[src/rtl/alu_req_arbiter_if.sv]
// Bus bundle between two ALU clients, the response consumer, the shared ALU and
// alu_req_arbiter. The slave modport is the arbiter's view; master is the environment's.
interface alu_req_arbiter_if #(
    parameter int WIDTH = 4
);
    logic             req0_valid;
    logic             req0_ready;
    logic [1:0]       req0_op;
    logic [WIDTH-1:0] req0_a;
    logic [WIDTH-1:0] req0_b;

    logic             req1_valid;
    logic             req1_ready;
    logic [1:0]       req1_op;
    logic [WIDTH-1:0] req1_a;
    logic [WIDTH-1:0] req1_b;

    logic             rsp_valid;
    logic             rsp_ready;
    logic             rsp_id;
    logic [1:0]       rsp_op;
    logic [WIDTH:0]   rsp_y;
    logic             rsp_eq;
    logic             rsp_gt;
    logic             rsp_lt;

    logic [1:0]       alu_sel;
    logic [WIDTH-1:0] alu_a;
    logic [WIDTH-1:0] alu_b;
    logic [WIDTH:0]   alu_y_addsub;
    logic [WIDTH-1:0] alu_y_and;
    logic             alu_eq;
    logic             alu_gt;
    logic             alu_lt;

    modport slave (
        input  req0_valid, req0_op, req0_a, req0_b,
        input  req1_valid, req1_op, req1_a, req1_b,
        output req0_ready, req1_ready,
        output rsp_valid, rsp_id, rsp_op, rsp_y, rsp_eq, rsp_gt, rsp_lt,
        input  rsp_ready,
        output alu_sel, alu_a, alu_b,
        input  alu_y_addsub, alu_y_and, alu_eq, alu_gt, alu_lt
    );

    modport master (
        output req0_valid, req0_op, req0_a, req0_b,
        output req1_valid, req1_op, req1_a, req1_b,
        input  req0_ready, req1_ready,
        input  rsp_valid, rsp_id, rsp_op, rsp_y, rsp_eq, rsp_gt, rsp_lt,
        output rsp_ready,
        input  alu_sel, alu_a, alu_b,
        output alu_y_addsub, alu_y_and, alu_eq, alu_gt, alu_lt
    );
endinterface

[src/rtl/alu_req_arbiter.sv]
// Round-robin arbiter sharing one combinational ALU between two requesters;
// holds the ALU inputs for SETTLE_CYCLES, then returns a tagged valid/ready response.
module alu_req_arbiter #(
    parameter int WIDTH         = 4,
    parameter int SETTLE_CYCLES = 1
) (
    input  logic               clk,
    input  logic               rst,
    alu_req_arbiter_if.slave   bus,
    output logic               busy
);
    localparam logic [1:0] ST_IDLE   = 2'd0;
    localparam logic [1:0] ST_SETTLE = 2'd1;
    localparam logic [1:0] ST_RESP   = 2'd2;
    localparam logic [3:0] CNT_LOAD  = 4'(SETTLE_CYCLES - 1);

    logic [1:0]       state_q, state_d;
    logic             last_grant_q, last_grant_d;
    logic [3:0]       cnt_q, cnt_d;
    logic [1:0]       sel_q, sel_d;
    logic [WIDTH-1:0] a_q, a_d;
    logic [WIDTH-1:0] b_q, b_d;
    logic             id_q, id_d;
    logic [1:0]       rsp_op_q, rsp_op_d;
    logic [WIDTH:0]   rsp_y_q, rsp_y_d;
    logic             eq_q, eq_d;
    logic             gt_q, gt_d;
    logic             lt_q, lt_d;

    logic [1:0]       req_valid;
    logic [1:0]       grant;
    logic [1:0]       req_ready;
    logic [1:0]       req_op [2];
    logic [WIDTH-1:0] req_a  [2];
    logic [WIDTH-1:0] req_b  [2];
    logic             accept;
    logic             acc_id;

    assign req_valid = {bus.req1_valid, bus.req0_valid};
    assign req_op[0] = bus.req0_op;
    assign req_op[1] = bus.req1_op;
    assign req_a[0]  = bus.req0_a;
    assign req_a[1]  = bus.req1_a;
    assign req_b[0]  = bus.req0_b;
    assign req_b[1]  = bus.req1_b;

    // A requester wins when it is alone, or when the other one was served last.
    genvar gi;
    generate
        for (gi = 0; gi < 2; gi++) begin : g_req
            assign grant[gi]     = req_valid[gi] &
                                   (~req_valid[1-gi] | (last_grant_q != 1'(gi)));
            assign req_ready[gi] = (state_q == ST_IDLE) & grant[gi];
        end
    endgenerate

    assign accept = |req_ready;
    assign acc_id = req_ready[1];

    always_comb begin
        state_d      = state_q;
        last_grant_d = last_grant_q;
        cnt_d        = cnt_q;
        sel_d        = sel_q;
        a_d          = a_q;
        b_d          = b_q;
        id_d         = id_q;
        rsp_op_d     = rsp_op_q;
        rsp_y_d      = rsp_y_q;
        eq_d         = eq_q;
        gt_d         = gt_q;
        lt_d         = lt_q;
        case (state_q)
            ST_IDLE: begin
                if (accept) begin
                    sel_d        = req_op[acc_id];
                    a_d          = req_a[acc_id];
                    b_d          = req_b[acc_id];
                    id_d         = acc_id;
                    last_grant_d = acc_id;
                    cnt_d        = CNT_LOAD;
                    state_d      = ST_SETTLE;
                end
            end
            ST_SETTLE: begin
                if (cnt_q != 4'd0) begin
                    cnt_d = cnt_q - 4'd1;
                end else begin
                    rsp_op_d = sel_q;
                    eq_d     = 1'b0;
                    gt_d     = 1'b0;
                    lt_d     = 1'b0;
                    case (sel_q)
                        2'b10: begin
                            rsp_y_d = '0;
                            eq_d    = bus.alu_eq;
                            gt_d    = bus.alu_gt;
                            lt_d    = bus.alu_lt;
                        end
                        2'b11:   rsp_y_d = {1'b0, bus.alu_y_and};
                        default: rsp_y_d = bus.alu_y_addsub;
                    endcase
                    state_d = ST_RESP;
                end
            end
            ST_RESP: begin
                if (bus.rsp_ready) begin
                    state_d = ST_IDLE;
                end
            end
            default: state_d = ST_IDLE;
        endcase
    end

    // Reset drops any in-flight operation and re-arms requester 0 as first winner.
    always_ff @(posedge clk) begin
        if (rst) begin
            state_q      <= ST_IDLE;
            last_grant_q <= 1'b1;
            cnt_q        <= '0;
            sel_q        <= '0;
            a_q          <= '0;
            b_q          <= '0;
            id_q         <= 1'b0;
            rsp_op_q     <= '0;
            rsp_y_q      <= '0;
            eq_q         <= 1'b0;
            gt_q         <= 1'b0;
            lt_q         <= 1'b0;
        end else begin
            state_q      <= state_d;
            last_grant_q <= last_grant_d;
            cnt_q        <= cnt_d;
            sel_q        <= sel_d;
            a_q          <= a_d;
            b_q          <= b_d;
            id_q         <= id_d;
            rsp_op_q     <= rsp_op_d;
            rsp_y_q      <= rsp_y_d;
            eq_q         <= eq_d;
            gt_q         <= gt_d;
            lt_q         <= lt_d;
        end
    end

    assign bus.req0_ready = req_ready[0];
    assign bus.req1_ready = req_ready[1];
    assign bus.rsp_valid  = (state_q == ST_RESP);
    assign bus.rsp_id     = id_q;
    assign bus.rsp_op     = rsp_op_q;
    assign bus.rsp_y      = rsp_y_q;
    assign bus.rsp_eq     = eq_q;
    assign bus.rsp_gt     = gt_q;
    assign bus.rsp_lt     = lt_q;
    assign bus.alu_sel    = sel_q;
    assign bus.alu_a      = a_q;
    assign bus.alu_b      = b_q;
    assign busy           = (state_q != ST_IDLE);
endmodule
[src/flat_wrapper.sv]
// flat-port wrapper written by rule: the top's interface ports become plain ports
module alu_req_arbiter_flat 
#(
    parameter int WIDTH         = 4,
    parameter int SETTLE_CYCLES = 1
)
  (clk, rst, busy, bus_req0_valid, bus_req0_op, bus_req0_a, bus_req0_b, bus_req1_valid, bus_req1_op, bus_req1_a, bus_req1_b, bus_req0_ready, bus_req1_ready, bus_rsp_valid, bus_rsp_id, bus_rsp_op, bus_rsp_y, bus_rsp_eq, bus_rsp_gt, bus_rsp_lt, bus_rsp_ready, bus_alu_sel, bus_alu_a, bus_alu_b, bus_alu_y_addsub, bus_alu_y_and, bus_alu_eq, bus_alu_gt, bus_alu_lt);
  alu_req_arbiter_if #(.WIDTH(WIDTH)) bus_i ();
  input  logic clk;
  input  logic rst;
  output logic busy;
  input wire logic [$bits(bus_i.req0_valid)-1:0] bus_req0_valid;
  input wire logic [$bits(bus_i.req0_op)-1:0] bus_req0_op;
  input wire logic [$bits(bus_i.req0_a)-1:0] bus_req0_a;
  input wire logic [$bits(bus_i.req0_b)-1:0] bus_req0_b;
  input wire logic [$bits(bus_i.req1_valid)-1:0] bus_req1_valid;
  input wire logic [$bits(bus_i.req1_op)-1:0] bus_req1_op;
  input wire logic [$bits(bus_i.req1_a)-1:0] bus_req1_a;
  input wire logic [$bits(bus_i.req1_b)-1:0] bus_req1_b;
  output wire logic [$bits(bus_i.req0_ready)-1:0] bus_req0_ready;
  output wire logic [$bits(bus_i.req1_ready)-1:0] bus_req1_ready;
  output wire logic [$bits(bus_i.rsp_valid)-1:0] bus_rsp_valid;
  output wire logic [$bits(bus_i.rsp_id)-1:0] bus_rsp_id;
  output wire logic [$bits(bus_i.rsp_op)-1:0] bus_rsp_op;
  output wire logic [$bits(bus_i.rsp_y)-1:0] bus_rsp_y;
  output wire logic [$bits(bus_i.rsp_eq)-1:0] bus_rsp_eq;
  output wire logic [$bits(bus_i.rsp_gt)-1:0] bus_rsp_gt;
  output wire logic [$bits(bus_i.rsp_lt)-1:0] bus_rsp_lt;
  input wire logic [$bits(bus_i.rsp_ready)-1:0] bus_rsp_ready;
  output wire logic [$bits(bus_i.alu_sel)-1:0] bus_alu_sel;
  output wire logic [$bits(bus_i.alu_a)-1:0] bus_alu_a;
  output wire logic [$bits(bus_i.alu_b)-1:0] bus_alu_b;
  input wire logic [$bits(bus_i.alu_y_addsub)-1:0] bus_alu_y_addsub;
  input wire logic [$bits(bus_i.alu_y_and)-1:0] bus_alu_y_and;
  input wire logic [$bits(bus_i.alu_eq)-1:0] bus_alu_eq;
  input wire logic [$bits(bus_i.alu_gt)-1:0] bus_alu_gt;
  input wire logic [$bits(bus_i.alu_lt)-1:0] bus_alu_lt;
  assign bus_i.req0_valid = bus_req0_valid;
  assign bus_i.req0_op = bus_req0_op;
  assign bus_i.req0_a = bus_req0_a;
  assign bus_i.req0_b = bus_req0_b;
  assign bus_i.req1_valid = bus_req1_valid;
  assign bus_i.req1_op = bus_req1_op;
  assign bus_i.req1_a = bus_req1_a;
  assign bus_i.req1_b = bus_req1_b;
  assign bus_req0_ready = bus_i.req0_ready;
  assign bus_req1_ready = bus_i.req1_ready;
  assign bus_rsp_valid = bus_i.rsp_valid;
  assign bus_rsp_id = bus_i.rsp_id;
  assign bus_rsp_op = bus_i.rsp_op;
  assign bus_rsp_y = bus_i.rsp_y;
  assign bus_rsp_eq = bus_i.rsp_eq;
  assign bus_rsp_gt = bus_i.rsp_gt;
  assign bus_rsp_lt = bus_i.rsp_lt;
  assign bus_i.rsp_ready = bus_rsp_ready;
  assign bus_alu_sel = bus_i.alu_sel;
  assign bus_alu_a = bus_i.alu_a;
  assign bus_alu_b = bus_i.alu_b;
  assign bus_i.alu_y_addsub = bus_alu_y_addsub;
  assign bus_i.alu_y_and = bus_alu_y_and;
  assign bus_i.alu_eq = bus_alu_eq;
  assign bus_i.alu_gt = bus_alu_gt;
  assign bus_i.alu_lt = bus_alu_lt;
  alu_req_arbiter #(.WIDTH(WIDTH), .SETTLE_CYCLES(SETTLE_CYCLES)) u_core (.clk(clk), .rst(rst), .bus(bus_i), .busy(busy));
endmodule
[config.mk]
export PLATFORM = sky130hd
export DESIGN_NAME = alu_req_arbiter_flat
export DESIGN_NICKNAME = d
export VERILOG_FILES = /design/src/rtl/alu_req_arbiter_if.sv /design/src/rtl/alu_req_arbiter.sv /design/src/flat_wrapper.sv
export SDC_FILE = /design/constraint.sdc
export NUM_CORES = 1
export LEC_CHECK = 0
export ABC_AREA = 1
export ABC_CLOCK_PERIOD_IN_PS = 3200
export CORE_ASPECT_RATIO = 1.75
export CORE_MARGIN = 5
export CORE_UTILIZATION = 45
export CTS_CLUSTER_DIAMETER = 120
export CTS_CLUSTER_SIZE = 12
export DETAILED_ROUTE_END_ITERATION = 16
export PLACE_DENSITY = 0.95
export SKIP_LAST_GASP = 1
export SLEW_MARGIN = 20
export SYNTH_ARGS = -nofsm -noshare
export SYNTH_HDL_FRONTEND = slang
export SYNTH_SLANG_ARGS = --single-unit
[constraint.sdc]
create_clock -name clk -period 3.2 [get_ports clk]
set_input_delay 0.32 -clock clk [delete_from_list [all_inputs] [get_ports clk]]
set_output_delay 0.32 -clock clk [all_outputs]
set_load 0.05 [all_outputs]
==> impl_metrics.prom, run 1 <==
# TYPE chip_impl_metric gauge
chip_impl_info{name="reg2reg_from",value="u_core.cnt_q[0]$_SDFFE_PP0P_"} 1
chip_impl_metric{name="final-setup-viol-count",unit=""} 0
chip_impl_metric{name="drc",unit=""} 0
chip_impl_info{name="holdCritPathClass",value="register to register"} 1
chip_impl_metric{name="drt_iter0_drc",unit=""} 26
chip_impl_metric{name="fmaxAchievable",unit="GHz"} 0.405
chip_impl_metric{name="cellLeakagePower",unit="nW"} 0.976
chip_impl_metric{name="period_needed",unit="ps"} 2470
chip_impl_metric{name="final_period_util",unit="%"} 77.1
chip_impl_metric{name="cts_buffers",unit=""} 3
chip_impl_metric{name="cts_repair_resize_count",unit=""} 0
chip_impl_info{name="rsz_0062_raised_after_global_routing",value="no"} 1
chip_impl_metric{name="peak_per_stage_delay_on_the_critical_path",unit="ps"} 790
chip_impl_metric{name="detail_route.wl_per_cell",unit="um"} 12.4
chip_impl_metric{name="route.final.wire_length",unit="mm"} 3.86
chip_impl_metric{name="finClkSkew",unit="ps"} 10.8
chip_impl_metric{name="slew_headroom",unit="%"} 63.8
chip_impl_metric{name="ctsLongestPathBuffers",unit=""} 2
chip_impl_metric{name="critical_path_cell_count",unit=""} 5
chip_impl_info{name="r2r_end",value="u_core.bus.rsp_gt$_SDFFE_PP0P_"} 1
chip_impl_metric{name="io_pins",unit=""} 62
chip_impl_metric{name="synth_fp_nets",unit=""} 249
chip_impl_metric{name="maxCapViolCount",unit=""} 0
chip_impl_info{name="holdPathEnd",value="u_core.bus.rsp_id$_SDFFE_PP0P_"} 1
chip_impl_metric{name="mean_post_synth_cell_area",unit="um2"} 6.81
chip_impl_metric{name="ir_drop",unit="uV"} 445
chip_impl_metric{name="setup_buffers_after_cts",unit=""} 0
chip_impl_metric{name="grt_first_pass_wirelength",unit="mm"} 6.37
chip_impl_metric{name="cp_num_buf_inv",unit=""} 3
chip_impl_metric{name="first_global_vias",unit=""} 1531
chip_impl_metric{name="worst-r2r-cell-count",unit=""} 7
chip_impl_metric{name="final_global_route_overflow_total",unit=""} 0
chip_impl_metric{name="buffer_ports.inserted",unit=""} 61
chip_impl_info{name="worstPathCellList",value="clkdlybuf4s50_1, nand2_1, nand3_1, inv_1, clkdlybuf4s50_1"} 1
chip_impl_metric{name="die_w",unit="um"} 52.7
chip_impl_metric{name="htree_levels",unit=""} 1
chip_impl_metric{name="placement_stage_worst_setup_slack",unit="ps"} 734
chip_impl_info{name="critical-path-slowest-cell",value="sky130_fd_sc_hd__clkdlybuf4s50_1"} 1
chip_impl_metric{name="cts_hold_repair.buffers",unit=""} 0
chip_impl_metric{name="total_global_routing_track_utilization",unit="%"} 18.4
chip_impl_info{name="timing.critical_path.to_type",value="output pin"} 1
chip_impl_metric{name="timing.critical_path.required",unit="ps"} 2880
chip_impl_metric{name="post-synth-top-area-fraction",unit="%"} 39.0
chip_impl_metric{name="areaGrowthSynthToFinish",unit="%"} 48.0
chip_impl_info{name="setup.worst_path.start_class",value="input port"} 1
chip_impl_metric{name="worst_hold_check_slack",unit="ps"} 482
chip_impl_info{name="clock_tree_root_buffer_cell",value="sky130_fd_sc_hd__clkbuf_8"} 1
chip_impl_metric{name="reg2reg_slack",unit="ps"} 1760
chip_impl_metric{name="finalHoldViolations",unit=""} 0
chip_impl_metric{name="detailed_place_hpwl",unit="mm"} 3.08
chip_impl_info{name="status",value="finished clean"} 1
chip_impl_metric{name="ys.warnings.count",unit=""} 0
chip_impl_metric{name="first_pass_iters",unit=""} 4
chip_impl_info{name="post-synth-top-count-cell",value="sky130_fd_sc_hd__nand2_1"} 1
chip_impl_metric{name="worst_slew_pin_slew",unit="ps"} 541
chip_impl_metric{name="asyncSetResetFlopFracSynth",unit="%"} 0
chip_impl_metric{name="cts_sink_count",unit=""} 28
chip_impl_metric{name="clk-insertion-delay-late",unit="ps"} 270
chip_impl_info{name="synth_area_leader_cell",value="sky130_fd_sc_hd__dfxtp_1"} 1
chip_impl_metric{name="netlist_area",unit="um2"} 1440
chip_impl_metric{name="setup_ws",unit="ps"} 731
chip_impl_metric{name="insertedDiodeCount",unit=""} 0
chip_impl_info{name="critPathLaunch",value="bus_req0_valid"} 1
chip_impl_info{name="holdCritStartpoint",value="u_core.bus.rsp_id$_SDFFE_PP0P_"} 1
chip_impl_metric{name="whs_path_depth",unit=""} 2
chip_impl_metric{name="crit_fanout",unit=""} 11
chip_impl_info{name="timing.critical_path.max_delay_family",value="buffers and inverters"} 1
chip_impl_metric{name="antenna_left",unit=""} 0
chip_impl_metric{name="routed_via_density",unit=""} 4.82
chip_impl_metric{name="edff_count_synth",unit=""} 0
chip_impl_metric{name="final-max-slew-violation-count",unit=""} 0
chip_impl_info{name="most_used_standard_cells_in_the_synthesized_netlist",value="sky130_fd_sc_hd__nand2_1 (49), sky130_fd_sc_hd__inv_1 (33), sky130_fd_sc_hd__dfxtp_1 (28)"} 1
chip_impl_info{name="critPathKind",value="input port to output pin"} 1
chip_impl_metric{name="fp.dieH",unit="um"} 84.7
chip_impl_metric{name="detailroute.via_count",unit=""} 1503
chip_impl_metric{name="synth_cell_type_count",unit=""} 20
chip_impl_metric{name="dieArea",unit="um2"} 4470
chip_impl_info{name="ys_top_cells_by_area",value="sky130_fd_sc_hd__dfxtp_1 (39%), sky130_fd_sc_hd__nand2_1 (13%), sky130_fd_sc_hd__inv_1 (8.6%)"} 1
chip_impl_metric{name="grt_max_degree",unit=""} 19
chip_impl_info{name="tritoncts",value="built"} 1
chip_impl_info{name="synth-main-ff-cell",value="sky130_fd_sc_hd__dfxtp_1"} 1
chip_impl_metric{name="fp-row-count",unit=""} 27
chip_impl_metric{name="initial_utilization",unit="%"} 46.2
chip_impl_metric{name="cp_data_arrival_time",unit="ps"} 2150
chip_impl_metric{name="worst_setup_hold_path_clk_slew",unit="ps"} 100
chip_impl_metric{name="core",unit="um2"} 3110
chip_impl_metric{name="post_synth_inst_count",unit=""} 211
chip_impl_metric{name="finish.net_count",unit=""} 308
chip_impl_metric{name="final_weighted_congestion_of_routability_driven_global_placement",unit=""} 0.829
chip_impl_metric{name="pwr_density_cell",unit="nW/um2"} 780
chip_impl_metric{name="yosys_register_bits",unit=""} 28
chip_impl_metric{name="grt_antenna_before_repair",unit=""} 0
chip_impl_metric{name="layout-drive-gt1-share",unit="%"} 5.95
chip_impl_metric{name="timing.setup.tns",unit="ps"} 0
chip_impl_info{name="critical-path-top-cell-by-count",value="sky130_fd_sc_hd__clkdlybuf4s50_1"} 1
chip_impl_metric{name="sequential_area_share_after_synthesis",unit="%"} 39.0
==> worst max-delay path by stage <==
stage | slack [ps] | end
global placement | 780 | bus_req1_ready
floorplan | 1260 | bus_req0_ready
CTS | 730 | bus_req1_ready
detailed placement | 730 | bus_req1_ready
finish | 730 | bus_req1_ready
global route | 630 | bus_req1_ready
==> power breakdown <==
part / leakage [nW] / total, mW / internal, mW / switching (mW)
logic: 0.709 / 0.888 / 0.299 / 0.589
registers: 0.231 / 0.496 / 0.435 / 0.0615
clock network: 0.0357 / 0.275 / 0.167 / 0.107
total: 0.976 / 1.66 / 0.901 / 0.757
==> worst reg2reg max path: cells and delay by family (launching register included) <==
family                     cells  cell delay, ps
and+or+nand+nor                4             570
AOI/OAI and AO/OA              1             100
DFF                            1             340
adders and majority gates      1             240
buffers and inverters          1             100
==> layer usage <==
layer  global-route usage [%]  wire length (um)
met1                     17.3              1390
met2                     35.7              2140
met3                     3.73               238
met4                     7.67                95
met5                        0                 0
==> layout make-up <==
class | count | area, um2
inverters | 35 | 131
well taps | 43 | 53.8
fillers | 270 | 982
clock buffers | 3 | 41.3
clock inverters | 1 | 30.0
multi-input cells | 139 | 683
flip-flops and latches | 28 | 561
repair buffers | 63 | 626
==> registers in the layout, indices dropped and copies added, names as in the netlist <==
signal and cells:
u_core.bus.alu_a 4, u_core.bus.alu_b 4, u_core.bus.alu_sel 2, u_core.bus.rsp_eq 1, u_core.bus.rsp_gt 1, u_core.bus.rsp_id 1
u_core.bus.rsp_lt 1, u_core.bus.rsp_op 2, u_core.bus.rsp_y 5, u_core.cnt_q 4, u_core.last_grant_q 1, u_core.state_q 2
==> metrics by stage <==
step / cells / util [%] / power [mW] / area, um2
2_1_floorplan: 211 / - / 1.13 / 1440
3_5_place_dp: 308 / 66.1 / 1.39 / 2050
5_1_grt: 312 / 68.4 / 1.77 / 2130
3_3_place_gp: 308 / 66.1 / 1.36 / 2050
4_1_cts: 312 / 68.4 / 1.67 / 2130
6_report: 312 / 68.4 / 1.66 / 2130
==> placed cells by master, fill, tap and decap left out, types with 2 or more instances in the layout <==
cell type,n
sky130_fd_sc_hd__dfxtp_1,28
sky130_fd_sc_hd__nand2_2,2
sky130_fd_sc_hd__inv_1,33
sky130_fd_sc_hd__clkbuf_8,3
sky130_fd_sc_hd__buf_4,2
sky130_fd_sc_hd__nand3_1,24
sky130_fd_sc_hd__inv_2,2
sky130_fd_sc_hd__o21ai_0,9
sky130_fd_sc_hd__clkdlybuf4s50_1,61
sky130_fd_sc_hd__a21oi_1,18
sky130_fd_sc_hd__nand2_1,49
sky130_fd_sc_hd__nor2_1,19
sky130_fd_sc_hd__nand4_1,10
sky130_fd_sc_hd__nor2_4,2
==> kinds of logic after synthesis <==
kind of cell	after synthesis	synth area share [%]
AOI/OAI and AO/OA	28	10.5
adders and majority gates	1	0.871
buffers and inverters	44	13.4
DFF	28	39.0
and+or+nand+nor	110	36.2
Power figures use the tool's default switching activity.
==> run 2: changes to the inputs <==
--- a/config.mk
+++ b/config.mk
@@ -6,14 +6,14 @@
 export NUM_CORES = 1
 export LEC_CHECK = 0
 export ABC_AREA = 1
-export ABC_CLOCK_PERIOD_IN_PS = 3200
+export ABC_CLOCK_PERIOD_IN_PS = 2150
 export CORE_ASPECT_RATIO = 1.75
 export CORE_MARGIN = 5
-export CORE_UTILIZATION = 45
+export CORE_UTILIZATION = 38
 export CTS_CLUSTER_DIAMETER = 120
 export CTS_CLUSTER_SIZE = 12
 export DETAILED_ROUTE_END_ITERATION = 16
-export PLACE_DENSITY = 0.95
+export PLACE_DENSITY = 0.87
 export SKIP_LAST_GASP = 1
 export SLEW_MARGIN = 20
 export SYNTH_ARGS = -nofsm -noshare
==> constraint.sdc (replaced) <==
create_clock -name clk -period 2.15 [get_ports clk]
set_input_delay 0.215 -clock clk [delete_from_list [all_inputs] [get_ports clk]]
set_output_delay 0.215 -clock clk [all_outputs]
set_load 0.05 [all_outputs]
==> impl_metrics.prom, run 2 (same netlist as run 1, synthesis figures left out) <==
# TYPE chip_impl_metric gauge
chip_impl_metric{name="cp_num_buf_inv",unit=""} 2
chip_impl_info{name="mostFrequentLayoutCell",value="sky130_fd_sc_hd__clkdlybuf4s50_1"} 1
chip_impl_metric{name="postLayoutCellArea",unit="um2"} 2170
chip_impl_metric{name="grt_first_pass_wirelength",unit="mm"} 6.38
chip_impl_info{name="tritoncts",value="built"} 1
chip_impl_metric{name="ir_drop",unit="uV"} 571
chip_impl_info{name="clock_tree_root_buffer_cell",value="sky130_fd_sc_hd__clkbuf_8"} 1
chip_impl_metric{name="reg2reg_slack",unit="ps"} 740
chip_impl_metric{name="nFillCells",unit=""} 346
chip_impl_metric{name="slew_headroom",unit="%"} 64.1
chip_impl_metric{name="finish.net_count",unit=""} 311
chip_impl_info{name="worstPathCellList",value="inv_1, nor2_1, clkdlybuf4s50_1"} 1
chip_impl_info{name="timing.critical_path.to_type",value="output pin"} 1
chip_impl_metric{name="fp-row-count",unit=""} 29
chip_impl_metric{name="fmaxAchievable",unit="GHz"} 0.526
chip_impl_metric{name="htree_levels",unit=""} 1
chip_impl_metric{name="setup_ws",unit="ps"} 247
chip_impl_metric{name="core",unit="um2"} 3630
chip_impl_metric{name="initial_utilization",unit="%"} 39.6
chip_impl_metric{name="final_util",unit="%"} 59.9
chip_impl_metric{name="areaGrowthSynthToFinish",unit="%"} 51.2
chip_impl_metric{name="finalHoldViolations",unit=""} 0
chip_impl_metric{name="maxCapViolCount",unit=""} 0
chip_impl_metric{name="grt_max_degree",unit=""} 19
chip_impl_metric{name="drt_iter0_drc",unit=""} 41
chip_impl_metric{name="first_global_vias",unit=""} 1455
chip_impl_metric{name="final-setup-viol-count",unit=""} 0
chip_impl_metric{name="cp_data_arrival_time",unit="ps"} 1690
chip_impl_metric{name="worst_hold_check_slack",unit="ps"} 469
chip_impl_metric{name="io_pins",unit=""} 62
chip_impl_metric{name="clk-insertion-delay-late",unit="ps"} 270
chip_impl_metric{name="place_area",unit="um2"} 2100
chip_impl_metric{name="final_period_util",unit="%"} 88.5
chip_impl_metric{name="final_global_route_overflow_total",unit=""} 0
chip_impl_metric{name="detailroute.via_count",unit=""} 1503
chip_impl_metric{name="antenna_left",unit=""} 0
chip_impl_metric{name="layout-drive-gt1-share",unit="%"} 7.72
chip_impl_metric{name="insertedDiodeCount",unit=""} 0
chip_impl_metric{name="detail_route.wl_per_cell",unit="um"} 11.9
chip_impl_metric{name="finalNonFillerCells",unit=""} 318
chip_impl_metric{name="placement_stage_worst_setup_slack",unit="ps"} 412
chip_impl_info{name="setup.worst_path.start_class",value="register"} 1
chip_impl_metric{name="timing.critical_path.required",unit="ps"} 1930
chip_impl_metric{name="detailed_place_hpwl",unit="mm"} 3.06
chip_impl_info{name="holdCritPathClass",value="register to register"} 1
chip_impl_metric{name="largest_reg_flops",unit=""} 5
chip_impl_metric{name="first_pass_iters",unit=""} 4
chip_impl_metric{name="peak_per_stage_delay_on_the_critical_path",unit="ps"} 820
chip_impl_metric{name="cts_sink_count",unit=""} 28
chip_impl_metric{name="final-max-slew-violation-count",unit=""} 0
chip_impl_metric{name="buffer_ports.inserted",unit=""} 61
chip_impl_info{name="critPathKind",value="register to output pin"} 1
chip_impl_metric{name="cts_hold_repair.buffers",unit=""} 0
chip_impl_metric{name="routed_via_density",unit=""} 4.73
chip_impl_metric{name="finClkSkew",unit="ps"} 3.16
chip_impl_metric{name="worst_setup_hold_path_clk_slew",unit="ps"} 100
chip_impl_metric{name="cellLeakagePower",unit="nW"} 1.00
chip_impl_metric{name="ctsLongestPathBuffers",unit=""} 2
chip_impl_metric{name="cts_buffers",unit=""} 3
chip_impl_metric{name="drc",unit=""} 0
chip_impl_metric{name="post-layout-total-power",unit="mW"} 2.50
chip_impl_metric{name="die_w",unit="um"} 56.5
chip_impl_metric{name="cts_repair_resize_count",unit=""} 0
chip_impl_metric{name="worst_slew_pin_slew",unit="ps"} 537
chip_impl_metric{name="total_global_routing_track_utilization",unit="%"} 14.9
chip_impl_metric{name="fp.dieH",unit="um"} 91.3
chip_impl_info{name="leading_cell_types_in_the_layout_fill_and_taps_excluded",value="sky130_fd_sc_hd__clkdlybuf4s50_1 (59), sky130_fd_sc_hd__nand2_1 (49), sky130_fd_sc_hd__inv_1 (33)"} 1
chip_impl_metric{name="dieArea",unit="um2"} 5160
chip_impl_metric{name="crit_fanout",unit=""} 2
chip_impl_info{name="rsz_0062_raised_after_global_routing",value="no"} 1
chip_impl_metric{name="timing.setup.tns",unit="ps"} 0
chip_impl_info{name="status",value="finished clean"} 1
chip_impl_metric{name="grt_antenna_before_repair",unit=""} 0
chip_impl_metric{name="post-place-cells",unit=""} 314
chip_impl_metric{name="pwr_density_cell",unit="nW/um2"} 1150
chip_impl_info{name="timing.critical_path.max_delay_family",value="buffers and inverters"} 1
chip_impl_metric{name="route.final.wire_length",unit="mm"} 3.79
chip_impl_metric{name="setup_buffers_after_cts",unit=""} 0
chip_impl_metric{name="final_weighted_congestion_of_routability_driven_global_placement",unit=""} 0.896
chip_impl_metric{name="period_needed",unit="ps"} 1900
chip_impl_info{name="critical-path-slowest-cell",value="sky130_fd_sc_hd__clkdlybuf4s50_1"} 1
-- run 2: worst paths after layout --
check                                           to  cells past startpoint                             start
setup / recovery                     bus_rsp_valid                      3    u_core.state_q[1]$_SDFFE_PP0P_
hold / removal    u_core.bus.rsp_y[4]$_SDFFE_PP0P_                      2  u_core.bus.rsp_y[4]$_SDFFE_PP0P_
setup reg to reg  u_core.bus.alu_b[1]$_SDFFE_PP0P_                      8    u_core.state_q[1]$_SDFFE_PP0P_
hold reg to reg   u_core.bus.rsp_y[4]$_SDFFE_PP0P_                      2  u_core.bus.rsp_y[4]$_SDFFE_PP0P_
-- run 2: final cells by class --
type | count | area [um2] | share of cell area (%)
Multi-Input combinational cell | 139 | 683 | 31.5
Timing Repair Buffer | 66 | 668 | 30.8
Sequential cell | 28 | 561 | 25.8
Inverter | 35 | 131 | 6.05
Tap cell | 46 | 57.6 | 2.65
Clock buffer | 3 | 41.3 | 1.90
Clock inverter | 1 | 30.0 | 1.38
-- run 2: where the power goes --
part           switching, mW  total, mW  internal (mW)
combinational          0.873       1.35          0.474
sequential            0.0889      0.736          0.647
clock                  0.166      0.415          0.249
-- run 2: layer usage --
layer | wire length, um | track usage, % | vias up
met5 | 0 | 0 | -
met4 | 65 | 6.93 | 0
met3 | 204 | 1.13 | 6
met2 | 2020 | 28.0 | 52
met1 | 1500 | 16.2 | 651
li1 | - | - | 794
-- run 2: worst register-to-register path: stages, from the launching register on --
cell	delay (ps)
sky130_fd_sc_hd__dfxtp_1	350
sky130_fd_sc_hd__nor2_4	120
sky130_fd_sc_hd__buf_4	190
sky130_fd_sc_hd__nand3_1	190
sky130_fd_sc_hd__buf_4	230
sky130_fd_sc_hd__nand2_1	60
sky130_fd_sc_hd__nand3_1	70
sky130_fd_sc_hd__nand2_1	70
sky130_fd_sc_hd__inv_1	40
